==> src/rtl/gcd.sv <==
// Subtraction-based Euclid GCD engine for two 16-bit operands loaded serially on In.
// One compare/subtract step per clock; Out/Done are registered and hold until the next Start.
module gcd (
    input  logic        clk,
    input  logic        rst,
    input  logic        Start,
    input  logic [15:0] In,
    output logic [15:0] Out,
    output logic        Done
);

    localparam int unsigned W = 16;

    typedef enum logic [1:0] {
        IDLE = 2'd0,
        LOAD = 2'd1,
        CALC = 2'd2,
        FIN  = 2'd3
    } state_e;

    state_e         state_q, state_d;
    logic [W-1:0]   a_q, a_d;
    logic [W-1:0]   b_q, b_d;
    logic [W-1:0]   out_q, out_d;
    logic           done_q, done_d;

    // State and datapath registers
    always_ff @(posedge clk or negedge rst) begin
        if (!rst) begin
            state_q <= IDLE;
            a_q     <= '0;
            b_q     <= '0;
            out_q   <= '0;
            done_q  <= 1'b0;
        end else begin
            state_q <= state_d;
            a_q     <= a_d;
            b_q     <= b_d;
            out_q   <= out_d;
            done_q  <= done_d;
        end
    end

    // Next-state and datapath update
    always_comb begin
        state_d = state_q;
        a_d     = a_q;
        b_d     = b_q;
        out_d   = out_q;
        done_d  = done_q;

        unique case (state_q)
            IDLE, FIN: begin
                if (Start) begin
                    a_d     = In;
                    done_d  = 1'b0;
                    state_d = LOAD;
                end
            end
            LOAD: begin
                if (Start) begin
                    a_d = In;
                end else begin
                    b_d     = In;
                    state_d = CALC;
                end
            end
            CALC: begin
                // Termination checks take priority over the subtract step
                if (a_q == b_q) begin
                    out_d   = a_q;
                    done_d  = 1'b1;
                    state_d = FIN;
                end else if (a_q == '0) begin
                    out_d   = b_q;
                    done_d  = 1'b1;
                    state_d = FIN;
                end else if (b_q == '0) begin
                    out_d   = a_q;
                    done_d  = 1'b1;
                    state_d = FIN;
                end else if (a_q > b_q) begin
                    a_d = W'(a_q - b_q);
                end else begin
                    b_d = W'(b_q - a_q);
                end
            end
            default: begin
                state_d = IDLE;
            end
        endcase
    end

    assign Out  = out_q;
    assign Done = done_q;

endmodule

==> config.mk <==
export PLATFORM = sky130hd
export DESIGN_NAME = gcd
export DESIGN_NICKNAME = d
export VERILOG_FILES = /design/src/rtl/gcd.sv
export SDC_FILE = /design/constraint.sdc
export NUM_CORES = 1
export LEC_CHECK = 0
export CAP_MARGIN = 20
export CORE_MARGIN = 1
export CORE_UTILIZATION = 45
export CTS_BUF_LIST = sky130_fd_sc_hd__clkbuf_4 sky130_fd_sc_hd__clkbuf_8
export DETAILED_ROUTE_END_ITERATION = 6
export GPL_TIMING_DRIVEN = 1
export REMOVE_ABC_BUFFERS = 1
export SLEW_MARGIN = 20
export SYNTH_ARGS = -nofsm -noshare
export SYNTH_HDL_FRONTEND = slang
export SYNTH_SLANG_ARGS = --single-unit
==> constraint.sdc <==
create_clock -name clk -period 3.3 [get_ports clk]
set_input_delay 0.825 -clock clk [delete_from_list [all_inputs] [get_ports clk]]
set_output_delay 0.825 -clock clk [all_outputs]
set_load 0.01 [all_outputs]
Word-level counts from Yosys, hierarchy flattened
Index checks and enable logic that the tools add are counted.

storage, ports and cells
  register bits = 51
  latch bits = 0
  bits in writable memories = 0
  memory bits (read-only) = 0
  input port bits = 19
  output and inout port bits = 17
  memories kept = 0

cells by class
  $add $sub $neg = 2
  $mul = 0
  divide/modulo/power cells = 0
  magnitude comparators = 1
  equal/unequal tests = 13
  shifts and indexed selects = 0
  muxes and demuxes = 26
  bitwise logic cells = 0
  reduce and logical (&&, ||, !) cells = 13

operator list
  kind                                                                   number
  16-bit 2-to-1 mux                                                      13
  16-bit case mux with 2 select lines                                    2
  16-bit zero test                                                       2
  16-bit subtractor                                                      2
  16-bit equality test                                                   1
  16-bit > comparator                                                    1
  2-bit != test, second input constant                                   7
  2-bit 2-to-1 mux                                                       5
  2-bit case mux with 3 select lines                                     1
  3-bit AND reduction                                                    2
  6-bit AND reduction                                                    1
  5-bit AND reduction                                                    1
  2-bit equality test, second input constant                             2
  1-bit 2-to-1 mux                                                       4
  4-bit != test, second input constant                                   1
  2-bit nonzero test                                                     2
  3-bit nonzero test                                                     1
  3-bit OR reduction                                                     1
  2-bit by 1-bit equality test with 1-bit output, second input constant  1
  2-bit zero test                                                        1
  2-bit by 1-bit != test with 1-bit output, second input constant        1
  1-bit case mux with 2 select lines                                     1
  2-bit AND reduction                                                    1
  2-bit OR reduction                                                     1

Longest topological paths before layout
Gate-level depths: netlist of run 1.

  depth after elaboration = 6
  mapped depth = 11
  gate-level depth less buffers = 10

Least setup slack after synthesis of run 1
OpenSTA, ideal clock, no wires.

  path type = register to register
  from = register a_q[9]
  to = register b_q[13]
  setup time = 0.124 ns
  data arrival time = 2.335 ns
  slack = 0.841 ns
  stages on the path, launching flop included = 12
  path buffers = 2
  clock period less this slack = 2.459 ns
  cell sequence = dfrtp_1 -> inv_1 -> ha_1 -> clkbuf_1 -> nand4_1 -> or4_4 -> nand3_2 -> nor4bb_2 -> a32oi_4 -> buf_6 -> mux2i_1 -> o21ai_1

on the way
  cells in the longest elaborated chain, start to end = 6

RTL lines
  element                              line  source
  start: declaration                   22    logic [W-1:0] a_q, a_d;
  start signal: assignment             31    a_q <= '0;
  start signal: assignment             37    a_q <= a_d;
  16-bit subtractor                    85    b_d = W'(b_q - a_q);
  16-bit 2-to-1 mux                    82    end else if (a_q > b_q) begin
  16-bit 2-to-1 mux                    78    end else if (b_q == '0) begin
  16-bit 2-to-1 mux                    74    end else if (a_q == '0) begin
  16-bit 2-to-1 mux                    70    if (a_q == b_q) begin
  16-bit case mux with 2 select lines  52    unique case (state_q)
  end signal: assignment               32    b_q <= '0;
  end signal: assignment               38    b_q <= b_d;
  end: declaration                     23    logic [W-1:0] b_q, b_d;

Several ways; a longest one is shown, not always the timed one. The select of a mux whose other input is x is not followed.
A chain may end at the register's enable or synchronous reset.

Final worst setup path of run 1
  from = register a_q[0]
  to = register a_q[4]

on the way
  cells in the longest elaborated chain, start to end = 6

RTL lines
  element                              line  source
  16-bit subtractor                    83    a_d = W'(a_q - b_q);
  16-bit 2-to-1 mux                    82
  16-bit 2-to-1 mux                    78
  16-bit 2-to-1 mux                    74
  16-bit 2-to-1 mux                    70
  16-bit case mux with 2 select lines  52

Several ways; a longest one is shown, not always the timed one. The select of a mux whose other input is x is not followed.

==> Flow_metrics.wiki, run 1 <==
{| class="wikitable"
! Metric !! Value
|-
| Worst rel slew slack || 0.612
|-
| Number of distinct library cells after synthesis || 61
|-
| Final nets || 607
|-
| Largest fanout of any net on the critical path || 6
|-
| Area of the placeable core || 8850 µm²
|-
| Count of flip-flops with a built-in enable after synthesis || 0
|-
| Antenna Diode Count || 0
|-
| Multiplexer fraction of the synthesized cell area || 0.0242
|-
| Total number of vias || 3935
|-
| Simple-gate share of the synthesized area || 0.183
|-
| Failing checks || DRC
|-
| Weighted congestion reported at the end of routability-driven placement || 0.981
|-
| Cells taking the most area after synthesis || dfrtp_1 30%, ha_1 10%, a21oi_1 6.7%
|-
| Accumulated negative setup slack || 0 ns
|-
| Endpoint class of the critical path || flip-flop
|-
| Yosys reg bits || 51
|-
| Maximum buffer depth of the clock tree || 2
|-
| Most used flip-flop cell after synthesis || dfrtp_1
|-
| Crit path required time || 3.56 ns
|-
| Hpwl dp || 9530 µm
|-
| Wire length of the first global-routing pass || 20400 µm
|-
| Dominant cell type by area after synthesis || dfrtp_1
|-
| Width of the chip || 98.5 µm
|-
| Ports || 36
|-
| Area growth from synthesis to layout || 15.5%
|-
| Number of nets still failing antenna checks after routing || 0
|-
| Top-count cell post-synth || a21oi_1
|-
| Adder-Cell Fraction of Synth Area || 0.111
|-
| Max-capacitance violation count || 0
|-
| Synth Area in Compound Gates || 0.269
|-
| Crit path arrival time || 3.26 ns
|-
| Cell Area, Synth || 4190 µm²
|-
| Overall die area || 9690 µm²
|-
| Register clock-pin slew on the reported worst setup and hold paths || 0.10 ns
|-
| Number of max-slew violations in the final report || 0
|-
| Library cell used as clock root buffer || clkbuf_8
|-
| Height of the die || 98.5 µm
|-
| Post-route DRC violation count || 2
|-
| Post-cts resize count || 0
|-
| Setup bufs post-CTS || 0
|-
| Wire per inst || 18.7 µm
|-
| Pin slew with the least headroom to its limit || 0.580 ns
|-
| Final Hold Fails || 0
|-
| Classification of the worst setup path || reg2reg
|-
| Detailed-router iteration count before antenna repair || 7
|-
| Total Wirelength || 12300 µm
|-
| CTS sink count || 51
|-
| RSZ-0062 raised after global routing || no
|-
| Setup Skew || 0.00606 ns
|-
| Syn Inst Count || 513
|-
| GR Overflow Total || 0
|-
| Placement row count || 34
|-
| Dominant combinational cell family by area after synthesis || compound AO/OA/AOI/OAI gates
|-
| H-tree levels || 2
|-
| Xor-xnor portion of the synthesized cell area || 0.0418
|-
| Hold Crit Class || in2async
|-
| Highest attainable clock frequency || 333 MHz
|-
| Via count of the first global-routing pass || 3720
|-
| Synth top area share || 0.305
|-
| Proportion of layout cells with a drive suffix above 1 || 0.0870
|-
| Share of the clock period used by the worst path || 0.910
|-
| Number of antenna violations at the first check in global routing || 0
|-
| Clock buffer count from CTS || 5
|-
| Post-route minimum period || 3.00 ns
|-
| Initial standard-cell utilization of the core || 0.473
|-
| Number of warnings issued by yosys || 0
|-
| # setup viols final || 0
|-
| Most common library cells after synthesis || 56 x a21oi_1, 52 x nand2_1, 51 x dfrtp_1
|-
| Clk Latency, worst-skew pair || 0.31 ns
|-
| Average vias per placed instance || 5.96
|-
| Clock tree from TritonCTS || built
|-
| Outcome || finished with violations
|-
| Worst setup SP type || flip-flop
|-
| Pin count of the biggest net entering global routing || 33
|-
| Min Hold Slack || 0.304 ns
|-
| Register area share after synthesis || 0.305
|-
| Initial drt markers || 254
|-
| Mapped Avg Cell Area || 8.16 µm²
|-
| Async set or reset register ratio after synthesis || 1.00
|-
| Number of hold buffers added after cts || 0
|-
| Port bufs || 35
|-
| GRT Util Overall || 0.268
|}
## cells by family (layout without fill, tap and decap cells)
| logic type | Yosys count | in the layout |
|---|---|---|
| multiplexers | 10 | 10 |
| AND/OR/NAND/NOR | 151 | 151 |
| flip-flops | 51 | 51 |
| buffers and inverters | 67 | 106 |
| adder cells (fa/ha/maj) | 36 | 36 |
| AO/OA/AOI/OAI | 178 | 178 |
| XOR/XNOR | 20 | 20 |
## worst paths after layout
path | endpoint | slack, ns | start | cells past startpoint
hold / removal | Out[5] | 0.30 | rst | 1
setup reg to reg | a_q[4] | 0.30 | a_q[0] | 10
min in group clk | Out[11] | 0.48 | Out[11] | 2
max in group asynchronous | b_q[12] | 2.48 | rst | 2
setup / recovery | a_q[4] | 0.30 | a_q[0] | 10
hold reg to reg | Out[11] | 0.48 | Out[11] | 2
## state kept, by name (all words and copies together) (netlist names)
signal / count
Out: 16
a_q: 16
b_q: 16
state_q: 2
Done: 1
## layer usage
layer / up-vias / track usage / wire length (µm)
li1: 1914 / - / -
met1: 1893 / 0.410 / 6270
met2: 117 / 0.403 / 5280
met3: 11 / 0.0340 / 625
met4: 0 / 0.0586 / 153
met5: - / 0 / 0
## worst max-delay path: stages, from the launching register on
cell	delay (ns)
dfrtp_1	0.47
inv_1	0.07
ha_1	0.22
fa_1	0.41
nor2b_1	0.23
o31a_1	0.21
o211ai_1	0.18
and2_1	0.23
a21oi_1	0.47
nor3b_1	0.30
o31a_1	0.15
## final cells by class
class                           instances  area [µm²]
Sequential cell                        51        1280
Timing Repair Buffer                   61         541
Tap cell                              108         135
Multi-Input combinational cell        395        2630
Clock inverter                          2        37.5
Inverter                               38         143
Clock buffer                            5        68.8
Fill cell                             890        4010
## cells in the final DEF (no fill, tap or decap), types with 5 or more instances in the layout
cell type        instances
nor3_1                  10
buf_4                   26
clkbuf_8                 5
and3_1                   6
a21oi_1                 56
clkdlybuf4s50_1         34
inv_1                   38
nand2_1                 52
a211oi_1                 6
a21o_1                  12
o21a_1                   8
dfrtp_1                 51
nand4_1                  8
mux2i_1                  9
o21ai_0                 44
nor4_1                   8
xor2_1                   7
nor2b_1                 10
o22ai_1                  9
xnor2_1                 13
nor2_1                  30
nand3b_1                 5
a31oi_1                  8
ha_1                    34
## metrics by stage
stage / setup slack [ns] / cell area, µm² / cells / util
2_1_floorplan: 0.492 / 4050 / 484 / -
3_3_place_gp: 0.405 / 4730 / 653 / 0.534
3_5_place_dp: 0.378 / 4730 / 653 / 0.534
4_1_cts: 0.331 / 4830 / 660 / 0.546
5_1_grt: 0.0712 / 4830 / 660 / 0.546
6_report: 0.295 / 4830 / 660 / 0.546
Power of run 1 is not shown: default switching activity piles up to over one toggle a cycle in this logic, so the estimate is an artifact.
==> run 2: changes to the inputs <==
SETUP_SLACK_MARGIN = 0.1   (was default)
TNS_END_PERCENT = 100   (was default)
==> Flow_metrics.wiki, run 2 (same netlist as run 1, synthesis figures left out) <==
{| class="wikitable"
! Metric !! Value
|-
| Number of filler cells placed in the layout || 887 (was 890)
|-
| Multi-input combinational cell area || 2640 µm² (was 2630 µm²)
|-
| Most frequent standard cell in the layout excluding fill and tap cells || a21oi_1 (unchanged)
|-
| Number of max-slew violations in the final report || 0 (unchanged)
|-
| Commonest cells after routing, fill and taps aside || 55 x a21oi_1, 52 x nand2_1, 51 x dfrtp_1 (was 56 x a21oi_1, 52 x nand2_1, 51 x dfrtp_1)
|-
| Proportion of layout cells with a drive suffix above 1 || 0.0921 (was 0.0870)
|-
| H-tree levels || 2 (unchanged)
|-
| Highest attainable clock frequency || 342 MHz (was 333 MHz)
|-
| Via count of the first global-routing pass || 3720 (unchanged)
|-
| Height of the die || 98.5 µm (unchanged)
|-
| Initial drt markers || 271 (was 254)
|-
| Failing checks || DRC (unchanged)
|-
| Final Hold Fails || 0 (unchanged)
|-
| Area of all sequential standard cells || 1280 µm² (unchanged)
|-
| Largest fanout of any net on the critical path || 7 (was 6)
|-
| GR Overflow Total || 0 (unchanged)
|-
| Weighted congestion reported at the end of routability-driven placement || 0.981 (unchanged)
|-
| Pin slew with the least headroom to its limit || 0.581 ns (was 0.580 ns)
|-
| CTS sink count || 51 (unchanged)
|-
| Total number of vias || 3909 (was 3935)
|-
| Number of hold buffers added after cts || 0 (unchanged)
|-
| Max-capacitance violation count || 0 (unchanged)
|-
| Area growth from synthesis to layout || 15.9% (was 15.5%)
|-
| RSZ-0062 raised after global routing || no (unchanged)
|-
| Share of the clock period used by the worst path || 0.885 (was 0.910)
|-
| Post-route DRC violation count || 2 (unchanged)
|-
| Accumulated negative setup slack || 0 ns (unchanged)
|-
| Overall die area || 9690 µm² (unchanged)
|-
| Register clock-pin slew on the reported worst setup and hold paths || 0.10 ns (about the same)
|-
| Hold Crit Class || in2async (unchanged)
|-
| Initial standard-cell utilization of the core || 0.473 (unchanged)
|-
| Clk Latency, worst-skew pair || 0.31 ns (about the same)
|-
| Worst setup SP type || flip-flop (unchanged)
|-
| Crit path required time || 3.47 ns (was 3.56 ns)
|-
| Average vias per placed instance || 5.90 (was 5.96)
|-
| Total Wirelength || 12300 µm (about the same)
|-
| # setup viols final || 0 (unchanged)
|-
| Crit path arrival time || 3.09 ns (was 3.26 ns)
|-
| Clock tree from TritonCTS || built (unchanged)
|-
| Number of nets still failing antenna checks after routing || 0 (unchanged)
|-
| Wire length of the first global-routing pass || 20400 µm (unchanged)
|-
| Wire per inst || 18.5 µm (was 18.7 µm)
|-
| Endpoint class of the critical path || flip-flop (unchanged)
|-
| Final nets || 609 (was 607)
|-
| Outcome || finished with violations (unchanged)
|-
| Worst rel slew slack || 0.611 (was 0.612)
|-
| Placement row count || 34 (unchanged)
|-
| Classification of the worst setup path || reg2reg (unchanged)
|-
| GRT Util Overall || 0.268 (unchanged)
|-
| Hpwl dp || 9530 µm (unchanged)
|-
| Clock buffer count from CTS || 5 (unchanged)
|-
| Setup Skew || 0.00491 ns (was 0.00606 ns)
|-
| Cell type of the slowest stage on the worst timing path || a31oi_1 (was dfrtp_1)
|-
| Area of the placeable core || 8850 µm² (unchanged)
|-
| Detailed-router iteration count before antenna repair || 7 (unchanged)
|-
| Maximum single-stage delay on the critical path || 0.48 ns (was 0.47 ns)
|-
| Number of antenna violations at the first check in global routing || 0 (unchanged)
|-
| Maximum buffer depth of the clock tree || 2 (unchanged)
|-
| Ports || 36 (unchanged)
|-
| Pin count of the biggest net entering global routing || 33 (unchanged)
|-
| Antenna Diode Count || 0 (unchanged)
|-
| Ordered list of cells on the worst path || inv_1 -> ha_1 -> fa_1 -> nor2b_1 -> o31a_1 -> o211ai_1 -> a31oi_1 -> nor2_1 -> a22oi_1 -> o21ai_0 (was inv_1 -> ha_1 -> fa_1 -> nor2b_1 -> o31a_1 -> o211ai_1 -> and2_1 -> a21oi_1 -> nor3b_1 -> o31a_1)
|-
| Width of the chip || 98.5 µm (unchanged)
|-
| Library cell used as clock root buffer || clkbuf_8 (unchanged)
|-
| Port bufs || 35 (unchanged)
|-
| Post-route minimum period || 2.92 ns (was 3.00 ns)
|}
==> run 2: worst paths after layout <==
path,start,to,slack [ns],depth (start not counted)
hold / removal,rst,Out[5],0.31,1
max in group asynchronous,rst,b_q[12],2.48,2
setup reg to reg,a_q[0],a_q[14],0.38,10
setup / recovery,a_q[0],a_q[14],0.38,10
hold reg to reg,Out[11],Out[11],0.48,2
min in group clk,Out[11],Out[11],0.48,2
==> run 2: routing by layer <==
| metal | global-route usage | wire (µm) |
|---|---|---|
| met1 | 0.410 | 6060 |
| met2 | 0.403 | 5290 |
| met3 | 0.0340 | 740 |
| met4 | 0.0586 | 170 |
| met5 | 0 | 0 |
==> run 2: layout make-up <==
class,instances,area share
clock buffers,5,0.0142
clock inverters,2,0.00773
inverters,38,0.0294
multi-input cells,395,0.543
flip-flops and latches,51,0.263
well taps,108,0.0278
repair buffers,63,0.114
==> run 2: metrics by stage <==
stage	instance area [µm²]	worst slack [ns]	util	hold slack [ns]	cells
5_1_grt	4850	0.105	0.549	0.295	662
3_3_place_gp	4730	0.405	0.534	0.461	653
2_1_floorplan	4050	0.492	-	0.500	484
3_5_place_dp	4730	0.378	0.534	0.469	653
6_report	4850	0.380	0.549	0.306	662
4_1_cts	4830	0.331	0.546	0.303	660
==> run 2: worst max-delay path, delay by kind of cell (launching register included) <==
family	cells	cell delay, ns
adder cells (fa/ha/maj)	2	0.64
buffers and inverters	1	0.07
flip-flops	1	0.47
AND/OR/NAND/NOR	2	0.44
AO/OA/AOI/OAI	5	1.17
==> run 2: what timing repair did <==
action / CTS / global route
setup endpoints to repair: 0 / 4
endpoints found under the hold margin: 0 / 0
resized for setup: 0 / 1
setup buffers: 0 / 2
Power of run 2 is left out for the same reason.
